[src/rtl/mc_ctrl_pkg.sv]
// Shared types and encodings for the multicycle MIPS main controller:
// state enum, opcode/funct constants, datapath select codes and the per-state control decode.
package mc_ctrl_pkg;

    typedef enum logic [3:0] {
        S_FETCH   = 4'd0,
        S_DECODE  = 4'd1,
        S_MEMADR  = 4'd2,
        S_MEMRD   = 4'd3,
        S_MEMWB   = 4'd4,
        S_MEMWR   = 4'd5,
        S_EXECUTE = 4'd6,
        S_ALUWB   = 4'd7,
        S_BRANCH  = 4'd8,
        S_ADDIEX  = 4'd9,
        S_ADDIWB  = 4'd10,
        S_HALT    = 4'd11
    } state_t;

    localparam logic [5:0] OP_RTYPE = 6'b000000;
    localparam logic [5:0] OP_LW    = 6'b100011;
    localparam logic [5:0] OP_SW    = 6'b101011;
    localparam logic [5:0] OP_BEQ   = 6'b000100;
    localparam logic [5:0] OP_ADDI  = 6'b001000;

    localparam logic [5:0] FN_ADD = 6'b100000;
    localparam logic [5:0] FN_SUB = 6'b100010;
    localparam logic [5:0] FN_AND = 6'b100100;
    localparam logic [5:0] FN_OR  = 6'b100101;
    localparam logic [5:0] FN_SLT = 6'b101010;

    localparam logic [2:0] ALU_AND = 3'b000;
    localparam logic [2:0] ALU_OR  = 3'b001;
    localparam logic [2:0] ALU_ADD = 3'b010;
    localparam logic [2:0] ALU_SUB = 3'b110;
    localparam logic [2:0] ALU_SLT = 3'b111;

    localparam logic [1:0] SRCB_REG   = 2'b00;
    localparam logic [1:0] SRCB_FOUR  = 2'b01;
    localparam logic [1:0] SRCB_IMM   = 2'b10;
    localparam logic [1:0] SRCB_IMMSH = 2'b11;

    typedef struct packed {
        logic       pcWrite;
        logic       branch;
        logic       pcSrc;
        logic [2:0] aluControl;
        logic [1:0] aluSrcB;
        logic       aluSrcA;
        logic       regWrite;
        logic       iorD;
        logic       memWrite;
        logic       irWrite;
        logic       regDst;
        logic       memtoReg;
        logic       retire;
    } ctrl_t;

    // Control word for a state; execAlu only matters for EXECUTE.
    function automatic ctrl_t ctrlForState(input state_t s, input logic [2:0] execAlu);
        ctrl_t c;
        c            = '0;
        c.aluControl = ALU_ADD;
        case (s)
            S_FETCH: begin
                c.aluSrcB = SRCB_FOUR;
                c.irWrite = 1'b1;
                c.pcWrite = 1'b1;
            end
            S_DECODE:  c.aluSrcB = SRCB_IMMSH;
            S_MEMADR: begin
                c.aluSrcA = 1'b1;
                c.aluSrcB = SRCB_IMM;
            end
            S_MEMRD:   c.iorD = 1'b1;
            S_MEMWB: begin
                c.memtoReg = 1'b1;
                c.regWrite = 1'b1;
                c.retire   = 1'b1;
            end
            S_MEMWR: begin
                c.iorD     = 1'b1;
                c.memWrite = 1'b1;
                c.retire   = 1'b1;
            end
            S_EXECUTE: begin
                c.aluSrcA    = 1'b1;
                c.aluSrcB    = SRCB_REG;
                c.aluControl = execAlu;
            end
            S_ALUWB: begin
                c.regDst   = 1'b1;
                c.regWrite = 1'b1;
                c.retire   = 1'b1;
            end
            S_BRANCH: begin
                c.aluSrcA    = 1'b1;
                c.aluSrcB    = SRCB_REG;
                c.aluControl = ALU_SUB;
                c.pcSrc      = 1'b1;
                c.branch     = 1'b1;
                c.retire     = 1'b1;
            end
            S_ADDIEX: begin
                c.aluSrcA = 1'b1;
                c.aluSrcB = SRCB_IMM;
            end
            S_ADDIWB: begin
                c.regWrite = 1'b1;
                c.retire   = 1'b1;
            end
            default: c.aluControl = ALU_ADD;
        endcase
        return c;
    endfunction

endpackage

[src/rtl/mc_ctrl_fsm_if.sv]
// Control bus between the main controller and the multicycle datapath.
// master = controller side, slave = datapath side.
interface mc_ctrl_fsm_if;

    logic [5:0] Op;
    logic [5:0] Funct;
    logic       PCWrite;
    logic       Branch;
    logic       PCSrc;
    logic [2:0] ALUControl;
    logic [1:0] ALUSrcB;
    logic       ALUSrcA;
    logic       RegWrite;
    logic       IorD;
    logic       MemWrite;
    logic       IRWrite;
    logic       RegDst;
    logic       MemtoReg;
    logic [3:0] state_o;
    logic       retire;
    logic       illegal;

    modport master (
        input  Op, Funct,
        output PCWrite, Branch, PCSrc, ALUControl, ALUSrcB, ALUSrcA, RegWrite,
               IorD, MemWrite, IRWrite, RegDst, MemtoReg, state_o, retire, illegal
    );

    modport slave (
        output Op, Funct,
        input  PCWrite, Branch, PCSrc, ALUControl, ALUSrcB, ALUSrcA, RegWrite,
               IorD, MemWrite, IRWrite, RegDst, MemtoReg, state_o, retire, illegal
    );

endinterface

[src/rtl/mc_alu_dec.sv]
// R-type funct decoder: ALU operation plus a legality flag for the supported funct set.
module mc_alu_dec
    import mc_ctrl_pkg::*;
(
    input  logic [5:0] i_funct,
    output logic [2:0] o_aluControl,
    output logic       o_functLegal
);

    always_comb begin
        o_aluControl = ALU_ADD;
        o_functLegal = 1'b1;
        case (i_funct)
            FN_ADD:  o_aluControl = ALU_ADD;
            FN_SUB:  o_aluControl = ALU_SUB;
            FN_AND:  o_aluControl = ALU_AND;
            FN_OR:   o_aluControl = ALU_OR;
            FN_SLT:  o_aluControl = ALU_SLT;
            default: o_functLegal = 1'b0;
        endcase
    end

endmodule

[src/rtl/mc_ctrl_fsm.sv]
// Multicycle MIPS main controller (Moore FSM) with retire pulse, illegal-instruction
// detection and optional halt-on-illegal trap.
module mc_ctrl_fsm
    import mc_ctrl_pkg::*;
#(
    parameter bit ILLEGAL_TRAP = 1'b0
) (
    input  logic           clk,
    input  logic           rst,
    mc_ctrl_fsm_if.master  bus
);

    state_t     r_state;
    state_t     w_next;
    ctrl_t      r_ctrl;
    logic [2:0] w_aluControl;
    logic       w_functLegal;
    logic       w_instrLegal;

    mc_alu_dec u_aluDec (
        .i_funct      (bus.Funct),
        .o_aluControl (w_aluControl),
        .o_functLegal (w_functLegal)
    );

    always_comb begin
        case (bus.Op)
            OP_LW, OP_SW, OP_BEQ, OP_ADDI: w_instrLegal = 1'b1;
            OP_RTYPE:                      w_instrLegal = w_functLegal;
            default:                       w_instrLegal = 1'b0;
        endcase
    end

    always_comb begin
        w_next = S_FETCH;
        case (r_state)
            S_FETCH:   w_next = S_DECODE;
            S_DECODE: begin
                if (!w_instrLegal) begin
                    w_next = ILLEGAL_TRAP ? S_HALT : S_FETCH;
                end else begin
                    case (bus.Op)
                        OP_LW, OP_SW: w_next = S_MEMADR;
                        OP_BEQ:       w_next = S_BRANCH;
                        OP_ADDI:      w_next = S_ADDIEX;
                        default:      w_next = S_EXECUTE;
                    endcase
                end
            end
            S_MEMADR:  w_next = (bus.Op == OP_SW) ? S_MEMWR : S_MEMRD;
            S_MEMRD:   w_next = S_MEMWB;
            S_EXECUTE: w_next = S_ALUWB;
            S_ADDIEX:  w_next = S_ADDIWB;
            S_HALT:    w_next = S_HALT;
            default:   w_next = S_FETCH;
        endcase
    end

    // The control word is registered alongside the state, so it is decoded for the
    // state being entered; the EXECUTE ALU op is latched from Funct while in DECODE.
    always_ff @(posedge clk) begin
        if (rst) begin
            r_state <= S_FETCH;
            r_ctrl  <= ctrlForState(S_FETCH, ALU_ADD);
        end else begin
            r_state <= w_next;
            r_ctrl  <= ctrlForState(w_next, w_aluControl);
        end
    end

    assign bus.PCWrite    = r_ctrl.pcWrite  & ~rst;
    assign bus.Branch     = r_ctrl.branch   & ~rst;
    assign bus.IRWrite    = r_ctrl.irWrite  & ~rst;
    assign bus.MemWrite   = r_ctrl.memWrite & ~rst;
    assign bus.RegWrite   = r_ctrl.regWrite & ~rst;
    assign bus.retire     = r_ctrl.retire   & ~rst;
    assign bus.PCSrc      = r_ctrl.pcSrc;
    assign bus.ALUControl = r_ctrl.aluControl;
    assign bus.ALUSrcB    = r_ctrl.aluSrcB;
    assign bus.ALUSrcA    = r_ctrl.aluSrcA;
    assign bus.IorD       = r_ctrl.iorD;
    assign bus.RegDst     = r_ctrl.regDst;
    assign bus.MemtoReg   = r_ctrl.memtoReg;
    assign bus.state_o    = r_state;
    assign bus.illegal    = ~rst & (r_state == S_DECODE) & ~w_instrLegal;

endmodule

[src/flat_wrapper.sv]
// flat-port wrapper written by rule: the top's interface ports become plain ports
module mc_ctrl_fsm_flat import mc_ctrl_pkg::*;
#(
    parameter bit ILLEGAL_TRAP = 1'b0
)
  (clk, rst, bus_Op, bus_Funct, bus_PCWrite, bus_Branch, bus_PCSrc, bus_ALUControl, bus_ALUSrcB, bus_ALUSrcA, bus_RegWrite, bus_IorD, bus_MemWrite, bus_IRWrite, bus_RegDst, bus_MemtoReg, bus_state_o, bus_retire, bus_illegal);
  mc_ctrl_fsm_if bus_i ();
  input  logic clk;
  input  logic rst;
  input wire logic [$bits(bus_i.Op)-1:0] bus_Op;
  input wire logic [$bits(bus_i.Funct)-1:0] bus_Funct;
  output wire logic [$bits(bus_i.PCWrite)-1:0] bus_PCWrite;
  output wire logic [$bits(bus_i.Branch)-1:0] bus_Branch;
  output wire logic [$bits(bus_i.PCSrc)-1:0] bus_PCSrc;
  output wire logic [$bits(bus_i.ALUControl)-1:0] bus_ALUControl;
  output wire logic [$bits(bus_i.ALUSrcB)-1:0] bus_ALUSrcB;
  output wire logic [$bits(bus_i.ALUSrcA)-1:0] bus_ALUSrcA;
  output wire logic [$bits(bus_i.RegWrite)-1:0] bus_RegWrite;
  output wire logic [$bits(bus_i.IorD)-1:0] bus_IorD;
  output wire logic [$bits(bus_i.MemWrite)-1:0] bus_MemWrite;
  output wire logic [$bits(bus_i.IRWrite)-1:0] bus_IRWrite;
  output wire logic [$bits(bus_i.RegDst)-1:0] bus_RegDst;
  output wire logic [$bits(bus_i.MemtoReg)-1:0] bus_MemtoReg;
  output wire logic [$bits(bus_i.state_o)-1:0] bus_state_o;
  output wire logic [$bits(bus_i.retire)-1:0] bus_retire;
  output wire logic [$bits(bus_i.illegal)-1:0] bus_illegal;
  assign bus_i.Op = bus_Op;
  assign bus_i.Funct = bus_Funct;
  assign bus_PCWrite = bus_i.PCWrite;
  assign bus_Branch = bus_i.Branch;
  assign bus_PCSrc = bus_i.PCSrc;
  assign bus_ALUControl = bus_i.ALUControl;
  assign bus_ALUSrcB = bus_i.ALUSrcB;
  assign bus_ALUSrcA = bus_i.ALUSrcA;
  assign bus_RegWrite = bus_i.RegWrite;
  assign bus_IorD = bus_i.IorD;
  assign bus_MemWrite = bus_i.MemWrite;
  assign bus_IRWrite = bus_i.IRWrite;
  assign bus_RegDst = bus_i.RegDst;
  assign bus_MemtoReg = bus_i.MemtoReg;
  assign bus_state_o = bus_i.state_o;
  assign bus_retire = bus_i.retire;
  assign bus_illegal = bus_i.illegal;
  mc_ctrl_fsm #(.ILLEGAL_TRAP(ILLEGAL_TRAP)) u_core (.clk(clk), .rst(rst), .bus(bus_i));
endmodule
[config.mk]
export PLATFORM = sky130hd
export DESIGN_NAME = mc_ctrl_fsm_flat
export DESIGN_NICKNAME = d
export VERILOG_FILES = /design/src/rtl/mc_ctrl_pkg.sv /design/src/rtl/mc_ctrl_fsm_if.sv /design/src/rtl/mc_alu_dec.sv /design/src/rtl/mc_ctrl_fsm.sv /design/src/flat_wrapper.sv
export SDC_FILE = /design/constraint.sdc
export NUM_CORES = 1
export LEC_CHECK = 0
export CAP_MARGIN = 20
export CORE_MARGIN = 1
export CORE_UTILIZATION = 39
export CTS_CLUSTER_DIAMETER = 40
export DETAILED_ROUTE_END_ITERATION = 7
export PLACE_DENSITY = 0.74
export SLEW_MARGIN = 5
export SYNTH_ARGS = -nofsm -noshare
export SYNTH_HDL_FRONTEND = slang
export SYNTH_SLANG_ARGS = --single-unit
[constraint.sdc]
create_clock -name clk -period 1.68 [get_ports clk]
set_clock_uncertainty 0.1 [all_clocks]
set_input_delay 0.168 -clock clk [delete_from_list [all_inputs] [get_ports clk]]
set_output_delay 0.168 -clock clk [all_outputs]
set_load 0.005 [all_outputs]
Word level (Yosys, flattened, before mapping). Cells that the tools add are included.

Multiplexer cells: 18. Divide/modulo/power cells: 0. Multipliers: 0. Equality and inequality tests: 25. Bitwise gates (word level): 9. Shifts and indexed selects: 0. Reductions and logical operators: 11. Magnitude comparators: 0. Add/subtract/negate cells: 0.

Operator list (number): 6-bit equality test (second input constant) (7); 4-bit one-hot mux with 7 select lines (1); 4-bit by 3-bit equality test with 1-bit output (second input constant) (5); 4-bit equality test (second input constant) (5); 4-bit by 2-bit equality test with 1-bit output (second input constant) (4); 3-bit one-hot mux with 4 select lines (1); 4-bit one-hot mux with 3 select lines (1); 5-bit OR reduction (2); 1-bit 2-to-1 mux (9); 4-bit by 1-bit equality test with 1-bit output (second input constant) (2); 4-bit zero test (2); 4-bit OR reduction (2); 1-bit bitwise AND (7); 6-bit by 3-bit equality test with 1-bit output (second input constant) (1); 6-bit by 4-bit equality test with 1-bit output (second input constant) (1); 6-bit zero test (1); 2-bit one-hot mux with 3 select lines (1); 3-bit one-hot mux with 2 select lines (1); 2-bit OR reduction (3); 4-bit 2-to-1 mux (1); 3-bit 2-to-1 mux (1); 3-bit OR reduction (1); 2-bit 2-to-1 mux (1); 1-bit NOT (2); 1-bit one-hot mux with 2 select lines (1).

Bits in read-only memories: 0. Output and inout port bits: 21. Bits in writable memories: 0. Logic and storage cells: 76. Bits in latches: 0. Flip-flop bits (word level): 19. Memories kept: 0.

Longest topological paths before layout. Gate-level depths: netlist of the first run.

Depth after elaboration: 9. Depth in mapped cells: 6. Gate-level depth less buffers: 5.

Cells and area by module. A second synthesis of the first run with hierarchy kept.

Cell total of the unflattened synthesis: 107. Area, all modules: 1011.0 um2.

By module, submodules not included: mc_ctrl_fsm (area each 924.6 um2, cells an instance 98, instances 1); mc_alu_dec (area each 86.3 um2, cells an instance 9, instances 1).

Worst setup path before layout of the first run. No wires, ideal clock.

Kind: reg-to-reg. Start point: register u_core.r_state[3], in the netlist u_core.bus.state_o[3]. End point: register u_core.r_ctrl[6] (netlist bit). Required time: 1.510 ns. Setup slack: -0.043 ns. Period minus slack after synthesis: 1.723 ns. Buffers on the path: 1. Data arrival time: 1.553 ns. Library setup time: 0.070 ns. Stages on the path, launching flop included: 7. Cell sequence: dfxtp_1 -> buf_2 -> nand2b_4 -> a311oi_1 -> a22o_2 -> or3b_1 -> a21oi_1.

Cells in the longest elaborated chain, start to end: 5. Elaborated cells on any way between the ends: 13. Classes of those cells: eq/ne: 9; mux: 2; reduce/logical: 2.

Ends and longest elaborated chain: start: declaration (line mc_ctrl_fsm.sv:13) `state_t r_state;`; start signal: assignment (line mc_ctrl_fsm.sv:66) `r_state <= w_next;`; 4-bit equality test (tied with other cells) (line mc_ctrl_fsm.sv:36) `case (r_state)`; 4-bit one-hot mux with 7 select lines * (line mc_ctrl_fsm.sv:36); 4-bit by 3-bit equality test with 1-bit output / 4-bit equality test (equally long branches) (line mc_ctrl_pkg.sv:64) `case (s)`; 3-bit OR reduction (no line) *; 1-bit 2-to-1 mux * (line mc_ctrl_pkg.sv:64); end signal: assignment (line mc_ctrl_fsm.sv:64) `r_ctrl <= ctrlForState(S_FETCH, ALU_ADD);`; end signal: assignment (line mc_ctrl_fsm.sv:67) `r_ctrl <= ctrlForState(w_next, w_aluControl);`; end: declaration (line mc_ctrl_fsm.sv:15) `ctrl_t r_ctrl;`.

Every way passes the cells marked *; elsewhere a longest branch is shown, timed or not. A chain may end at the register's enable or synchronous reset.

Worst setup path in the final report of the first run. Same ends and word-level chain as after synthesis.

==> results_dict.tcl, run 1 <==
set metrics [dict create \
    status "finished, violations left" \
    violations "negative setup slack" \
    async_flop_share 0 \
    required_ns 1.80 \
    seqPwrFrac 0.525 \
    netlist_top_cells_area "dfxtp_1 (37%), buf_4 (4.6%), nor2b_1 (4.5%)" \
    synth.largest_area_cell "dfxtp_1" \
    antenna_cells 0 \
    layout.nets 185 \
    grt_max_degree 16 \
    ys_ff_latch 18 \
    synthAdderAreaFrac 0 \
    pwr-share-comb 0.232 \
    die_w_um 52.1 \
    h-tree-depth 1 \
    synth-seq-area-share 0.368 \
    drtIter0Drc 43 \
    power.leakage_nw 0.751 \
    synth_mux_area_frac 0.0102 \
    viasPerCell 5.46 \
    track_usage 0.206 \
    endpoint_kind "register" \
    first_pass_iters 4 \
    slew_viol_final 0 \
    wirelength_um 2790 \
    synth_top_area_frac 0.368 \
    grt_pass1_vias 1007 \
    drive_gt1_frac 0.391 \
    synth_flop_cell "dfxtp_1" \
    rsz0062_at_grt "true" \
    die_h_um 52.1 \
    dr_total_vias 1075 \
    yosys_warnings 0 \
    cts_tree "yes" \
    synthXorXnorAreaFrac 0.00894 \
    cp_max_fo 5 \
    wl_per_cell_um 14.2 \
    ys_top_cells_by_count "dfxtp_1 (18), nor2b_1 (7), buf_4 (6)" \
    coreArea_um2 2300 \
    synth.net_count 124 \
    setup_viol 2 \
    ir_drop_mv 0.314 \
    period_minus_slack_ns 1.75 \
    worstSetupPathType "reg2reg" \
    synth-simple-area-share 0.299 \
    syn_avg_cell_area_um2 8.91 \
    fin_tns_setup_ns -0.0966 \
    switching_power_uw 211 \
    cts-root-buf "clkbuf_4" \
    grt_pass1_wl_um 4190 \
    powerDensity_nw_per_um2 489 \
    slew_headroom 0.746 \
    syn_inst 110 \
    internal_power_uw 624 \
    worstPathArrival_ns 1.87 \
    cts-buffers-inserted 3 \
    dp.final_hpwl_um 1910 \
    path_clk_slew_ns 0.09 \
    floorplan.initialDensity 0.426 \
    cts_num_sinks 18 \
    syn_area_um2 980 \
    synth_top_family_by_area "simple AND/OR/NAND/NOR gates" \
    yosysUniqueCellTypes 43 \
    period_share 1.04 \
    min_path_type "in2reg" \
    synth_edf_count 0 \
    route.detailed.drc 0 \
    timing.fmax_mhz 573 \
    cp-start-kind "register" \
    power_frac_clock 0.244 \
    grt.overflow.total 0 \
    tightest_slew_ns 0.381 \
    setup_ws_ns -0.0653 \
    final_area_um2 1700 \
    dieArea_um2 2720 \
    switching_share 0.252 \
    clk_latency_ns 0.28 \
    cap_violations 0 \
    antenna_found_initial 0 \
    pin_count 35 \
    synth_compound_area_frac 0.218 \
    r2r_slack_ns -0.07 \
    gp_congestion 0.872 \
    placed_area_um2 1480 \
    ctsLongestPathBuffers 2 \
    yosysMostFrequentCell "dfxtp_1" \
    port-buffer-count 34 \
    postRouteAntennaNets 0 \
    hold_viol 0 \
    syn_to_final_growth_pct 73.9 \
    rows 17 \
]
repair_timing:
item / in CTS / in global routing
setup buffers: 4 / 6
endpoints found under the setup margin: 18 / 13
hold buffers: 0 / 0
gates resized for setup: 22 / 21
cloned: 0 / 0
pin swaps: 9 / 15
per-stage QoR:
stage | cells | power, mW | hold slack (ns) | setup WS, ns | utilization
floorplan | 110 | 0.520 | 0.174 | 0.00675 | -
global placement | 184 | 0.614 | 0.642 | -0.466 | 0.644
detailed placement | 184 | 0.619 | 0.648 | -0.519 | 0.644
CTS | 191 | 0.816 | 0.212 | -0.0555 | 0.678
global route | 197 | 0.876 | 0.159 | -0.110 | 0.742
finish | 197 | 0.834 | 0.132 | -0.0653 | 0.742
per-layer routing:
layer,GRT usage,share of wire
met3,0.0117,0.049
met4,0.0946,0.021
met1,0.241,0.41
met2,0.376,0.52
met5,0,0
cells by family (layout without fill, tap and decap cells):
family,after synthesis,after routing
buffers and inverters,16,75
AO/OA/AOI/OAI,29,29
flip-flops,18,18
AND/OR/NAND/NOR,45,45
multiplexers,1,1
XOR/XNOR,1,1
final timing paths:
kind / startpoint / end / cells after the start
max: u_core.bus.state_o[3] / u_core.r_ctrl[6] / 6
min: bus_Funct[3] / u_core.bus.ALUControl[1] / 3
max reg2reg: u_core.bus.state_o[3] / u_core.r_ctrl[6] / 6
min reg2reg: u_core.bus.state_o[1] / u_core.bus.ALUControl[1] / 4
area by class of cell:
type                    count  area [µm²]
fillers                   179         593
flip-flops and latches     18         368
repair buffers             68         626
inverters                   4        15.0
clock buffers               3        22.5
multi-input cells          76         638
well taps                  28        35.0
cell usage in the layout, fill, tap and decap left out, drive strengths merged, types with 2 or more instances in the layout:
master	count
a211o	2
a211oi	2
a21o	4
a21oi	5
a311oi	2
a31oi	4
and3	2
buf	35
clkbuf	3
clkdlybuf4s50	21
dfxtp	18
dlygate4sd2	7
dlymetal6s2s	5
inv	4
nand2	4
nand2b	5
nand3	3
nand4	3
nor2	6
nor2b	7
nor3	4
o21ai	4
or3	3
state kept, by name (all words and copies together) (netlist names):
signal,flops
u_core.bus.RegDst,1
u_core.bus.ALUSrcA,1
u_core.bus.state_o,4
u_core.bus.ALUSrcB,2
u_core.bus.IorD,1
u_core.bus.ALUControl,3
u_core.r_ctrl,5
u_core.bus.MemtoReg,1
worst max-delay path, cell delays in order, from the launching register on:
cell and delay (ns):
dfxtp_2 0.35, buf_6 0.12, nand2b_4 0.15, a311oi_4 0.29, a22o_2 0.20, or3b_1 0.36
a21oi_2 0.12
power by group through the flow:
stage                     registers, mW  logic, mW  clock network, mW
after floorplan                   0.447     0.0727                  0
after global placement            0.448      0.166                  0
after detailed placement          0.448      0.171                  0
after CTS                         0.439      0.174              0.204
after global routing              0.438      0.208              0.229
final                             0.438      0.193              0.203
Power figures use the tool's default switching activity.
==> inputs of run 2 (changes only) <==
Settings changed: PLACE_DENSITY 0.74 to not set, PLACE_DENSITY_LB_ADDON set to 0.15.
==> run 2 against run 1 <==
  * Total power up 11%
  * Sequential share of layout area down 1.1 points
  * Final cell count up 3.6%
  * The flow still finishes with violations (negative setup slack)
  * Critical endpoint unchanged
  * Critical path type unchanged
==> results_dict.tcl, run 2 (same netlist as run 1, synthesis figures left out) <==
set metrics [dict create \
    antenna_cells 0 \
    min_path_type "in2reg" \
    cts_tree "yes" \
    seqPwrFrac 0.473 \
    clk_latency_ns 0.29 \
    syn_to_final_growth_pct 84.5 \
    fin_cells 204 \
    worstPathArrival_ns 1.95 \
    h-tree-depth 1 \
    cp-start-kind "register" \
    cts-root-buf "clkbuf_4" \
    floorplan.initialDensity 0.426 \
    die_w_um 52.1 \
    grt_max_degree 16 \
    hold_buffers 0 \
    violations "negative setup slack" \
    placed_cells 194 \
    grt_pass1_wl_um 4620 \
    final_common_cell "buf_4" \
    preCtsSetupSlack_ns -0.431 \
    period_share 1.07 \
    largest_reg_flops 5 \
    required_ns 1.82 \
    drive_gt1_frac 0.432 \
    grt_busiest_layer "met2" \
    rows 17 \
    grt_pass1_vias 1028 \
    tightest_slew_ns 0.485 \
    die_h_um 52.1 \
    switching_share 0.253 \
    path_clk_slew_ns 0.10 \
    p_total_uw 926 \
    layout.nets 191 \
    met3_usage 0.0380 \
    first_pass_iters 4 \
    dr_total_vias 1135 \
    power.leakage_nw 0.823 \
    cts_num_sinks 18 \
    status "finished, violations left" \
    grtUsageMet2 0.434 \
    powerDensity_nw_per_um2 512 \
    postRouteAntennaNets 0 \
    endpoint_kind "register" \
    drtIter0Drc 19 \
    fin_tns_setup_ns -0.625 \
    coreArea_um2 2300 \
    gp_congestion 0.880 \
    worstSetupPathType "reg2reg" \
    slew_viol_final 0 \
    internal_power_uw 692 \
    antenna_found_initial 0 \
    hold_viol 0 \
    dp.final_hpwl_um 1990 \
    regMostFlops "u_core.r_ctrl" \
    grtUsageMet1 0.267 \
    ir_drop_mv 0.458 \
    most-common-layout-cells "buf_4 (32), clkdlybuf4s50_1 (21), dfxtp_1 (14)" \
    rsz0062_at_grt "true" \
    fin_util 0.787 \
    route.detailed.drc 0 \
    pin_count 35 \
    slew_headroom 0.677 \
    wl_per_cell_um 15.8 \
    pwr-share-comb 0.245 \
    grt.overflow.total 0 \
    cap_violations 0 \
    port-buffer-count 34 \
    ctsLongestPathBuffers 2 \
    viasPerCell 5.56 \
    setup_viol 7 \
    fillers 156 \
    dieArea_um2 2720 \
    power_frac_clock 0.282 \
    setup_ws_ns -0.126 \
    wirelength_um 3230 \
    timing.fmax_mhz 554 \
    cp_max_fo 5 \
    period_minus_slack_ns 1.81 \
    track_usage 0.236 \
    cts-buffers-inserted 3 \
    switching_power_uw 235 \
]
-- run 2: changes by cell type in the layout (fill, tap and decap cells not counted), moves of 2 or more --
cell            delta
nand3_2            -2
buf_4              +3
dlygate4sd2_1      -3
buf_6              +5
dlymetal6s2s_1     +3
-- run 2: timing repair --
item / in CTS / in global routing
endpoints found under the setup margin: 15 / 17
setup buffers: 5 / 3
gates resized for setup: 25 / 27
pin swaps: 11 / 17
-- run 2: path summary, 6_finish.rpt --
kind                               from                  endpoint  slack (ns)  cells after the start
setup / recovery  u_core.bus.state_o[0]          u_core.r_ctrl[6]       -0.13                      6
hold / removal             bus_Funct[1]  u_core.bus.ALUControl[1]        0.14                      3
setup reg to reg  u_core.bus.state_o[0]          u_core.r_ctrl[6]       -0.13                      6
hold reg to reg   u_core.bus.state_o[3]  u_core.bus.ALUControl[1]        0.67                      4
-- run 2: layout make-up --
type	instances	area [µm²]	share of cell area
tap	28	35.0	0.0194
sequential	18	370	0.205
timing repair buffer	74	681	0.376
clock buffer	4	36.3	0.0201
inverter	4	15.0	0.00830
multi-input combinational	76	671	0.371
-- run 2: routing by layer --
layer	vias to the layer above	part of all wire
li1	528	-
met1	556	0.39
met2	41	0.55
met3	10	0.035
met4	0	0.022
met5	-	0
-- run 2: power groups by stage --
| stage | Combinational, mW | Clock [mW] | Sequential [mW] |
|---|---|---|---|
| finish | 0.227 | 0.261 | 0.438 |
| global route | 0.241 | 0.286 | 0.439 |
| CTS | 0.198 | 0.260 | 0.438 |
| detailed placement | 0.188 | 0 | 0.449 |
| global placement | 0.183 | 0 | 0.448 |
| floorplan | 0.0727 | 0 | 0.447 |
-- run 2: metrics by stage --
| step | hold slack, ns | cell area [µm²] |
|---|---|---|
| after floorplan | 0.174 | 1010 |
| after global placement | 0.655 | 1550 |
| after detailed placement | 0.644 | 1550 |
| after CTS | 0.350 | 1670 |
| final | 0.136 | 1810 |
| after global routing | 0.146 | 1810 |
-- run 2: critical path: stages (launching register included) --
cell,delay (ns)
dfxtp_4,0.37
buf_6,0.13
buf_6,0.11
a311oi_4,0.32
a22o_2,0.21
or3b_4,0.38
a21oi_2,0.13
==> inputs of run 3 (changes only) <==
Settings changed: GPL_TIMING_DRIVEN set to 0.
==> run 3 against run 2 <==
  * The run still ends with negative setup slack left
  * Final cell count fell by 3.4%
  * Register-to-register slack improved by 0.11 ns
  * Combinational power decreased by 14%
  * Count of clock-buffer cells in the layout stayed put
  * Die area did not move
  * Non-clock buffer count is 7 lower
  * Global-route usage grew 2.5 points
  * Flip-flop and latch count is the same
  * Cell area shrank 6.4%
  * Setup slack better by 0.092 ns
==> results_dict.tcl, run 3 (same netlist as run 1, synthesis figures left out) <==
set metrics [dict create \
    required_ns 1.41 \
    min_path_type "in2reg" \
    fin_hold_ws_ns 0.177 \
    regMostFlops "u_core.r_ctrl" \
    postRouteAntennaNets 0 \
    die_w_um 52.1 \
    cap_violations 0 \
    worstPathArrival_ns 1.45 \
    ctsLongestPathBuffers 2 \
    hold_viol 0 \
    wl_per_cell_um 16.0 \
    final_area_um2 1690 \
    status "finished, violations left" \
    syn_to_final_growth_pct 72.8 \
    r2r_slack_ns -0.02 \
    first_pass_iters 4 \
    final_common_cell "buf_4" \
    placed_area_um2 1380 \
    route.detailed.drc 0 \
    critPathBufInv 2 \
    met3_usage 0.0205 \
    antenna_cells 0 \
    largest_reg_flops 5 \
    grt_busiest_layer "met2" \
    cts_num_sinks 18 \
    power.leakage_nw 0.729 \
    coreArea_um2 2300 \
    period_share 1.02 \
    cts-root-buf "clkbuf_4" \
    timing.fmax_mhz 584 \
    worstSetupPathType "reg2out" \
    cp_max_fo 8 \
    setup_viol 3 \
    viasPerCell 5.72 \
    powerDensity_nw_per_um2 527 \
    fillers 167 \
    slew_viol_final 0 \
    grtUsageMet2 0.487 \
    die_h_um 52.1 \
    pin_count 35 \
    dp.final_hpwl_um 1780 \
    slowest_delay_ns 0.35 \
    path_cells "buf_6 -> nand2b_4 -> nor4_4 -> nand2_1 -> a211oi_2 -> buf_2" \
    cp-start-kind "register" \
    fin_tns_setup_ns -0.0698 \
    most-common-layout-cells "buf_4 (29), clkdlybuf4s50_1 (21), dfxtp_1 (14)" \
    wirelength_um 3150 \
    violations "negative setup slack" \
    dieArea_um2 2720 \
    cts-buffers-inserted 3 \
    preCtsSetupSlack_ns -0.537 \
    cts_tree "yes" \
    antenna_found_initial 0 \
    critPathSlowestCell "dfxtp_2" \
    crit_family "simple AND/OR/NAND/NOR gates" \
    track_usage 0.261 \
    layout.nets 184 \
    h-tree-depth 1 \
    gp_congestion 0.821 \
    grt.overflow.total 0 \
    drtIter0Drc 30 \
    drive_gt1_frac 0.414 \
    clk_latency_ns 0.29 \
    port-buffer-count 34 \
    slew_headroom 0.766 \
    dr_total_vias 1127 \
    grtUsageMet1 0.291 \
    endpoint_kind "output port" \
    rsz0062_at_grt "true" \
    rows 17 \
    path_clk_slew_ns 0.10 \
    setup_ws_ns -0.0334 \
    period_minus_slack_ns 1.71 \
    p_total_uw 892 \
    floorplan.initialDensity 0.426 \
    grt_pass1_wl_um 5070 \
    grt_pass1_vias 1075 \
    ir_drop_mv 0.321 \
    grt_max_degree 11 \
    tightest_slew_ns 0.351 \
]
[run 3: metal layers]
| layer | up-vias | wire, µm | part of all wire |
|---|---|---|---|
| li1 | 513 | - | - |
| met1 | 556 | 1280 | 0.41 |
| met2 | 48 | 1680 | 0.53 |
| met3 | 10 | 103 | 0.033 |
| met4 | 0 | 76 | 0.024 |
| met5 | - | 0 | 0 |
[run 3: final timing paths]
check,startpoint,endpoint,depth (start not counted)
max,u_core.bus.state_o[0],bus_illegal,6
min,bus_Funct[2],u_core.bus.ALUControl[1],2
max reg2reg,u_core.bus.state_o[3],u_core.r_ctrl[6],5
min reg2reg,u_core.bus.state_o[2],u_core.bus.MemtoReg,2
[run 3: repair_timing]
action	CTS	global route
resized for setup	44	13
hold buffers	0	0
setup buffers	23	1
setup endpoints to repair	22	15
pin swaps	14	8
[run 3: per-stage QoR]
stage                util  instances
floorplan               -        110
global placement    0.602        172
detailed placement  0.602        172
CTS                 0.730        197
global route        0.737        197
finish              0.737        197
[run 3: power breakdown]
part / total (mW) / internal, mW / switching (mW) / leakage, nW
sequential: 0.434 / 0.430 / 0.00405 / 0.149
combinational: 0.196 / 0.105 / 0.0917 / 0.560
clock: 0.261 / 0.132 / 0.129 / 0.0210
[run 3: final cells by class]
| type | instances | area (µm²) | area share |
|---|---|---|---|
| Timing Repair Buffer | 58 | 508 | 0.300 |
| Sequential cell | 18 | 373 | 0.220 |
| Buffer | 9 | 81.3 | 0.0480 |
| Multi-Input combinational cell | 76 | 644 | 0.381 |
| Tap cell | 28 | 35.0 | 0.0207 |
| Clock buffer | 4 | 36.3 | 0.0214 |
| Inverter | 4 | 15.0 | 0.00887 |
[run 3: worst register-to-register path: cells and delay by family, from the launching register on]
| family | cells | cell delay (ns) |
|---|---|---|
| AND/OR/NAND/NOR | 2 | 0.53 |
| flip-flops | 1 | 0.38 |
| AO/OA/AOI/OAI | 3 | 0.63 |
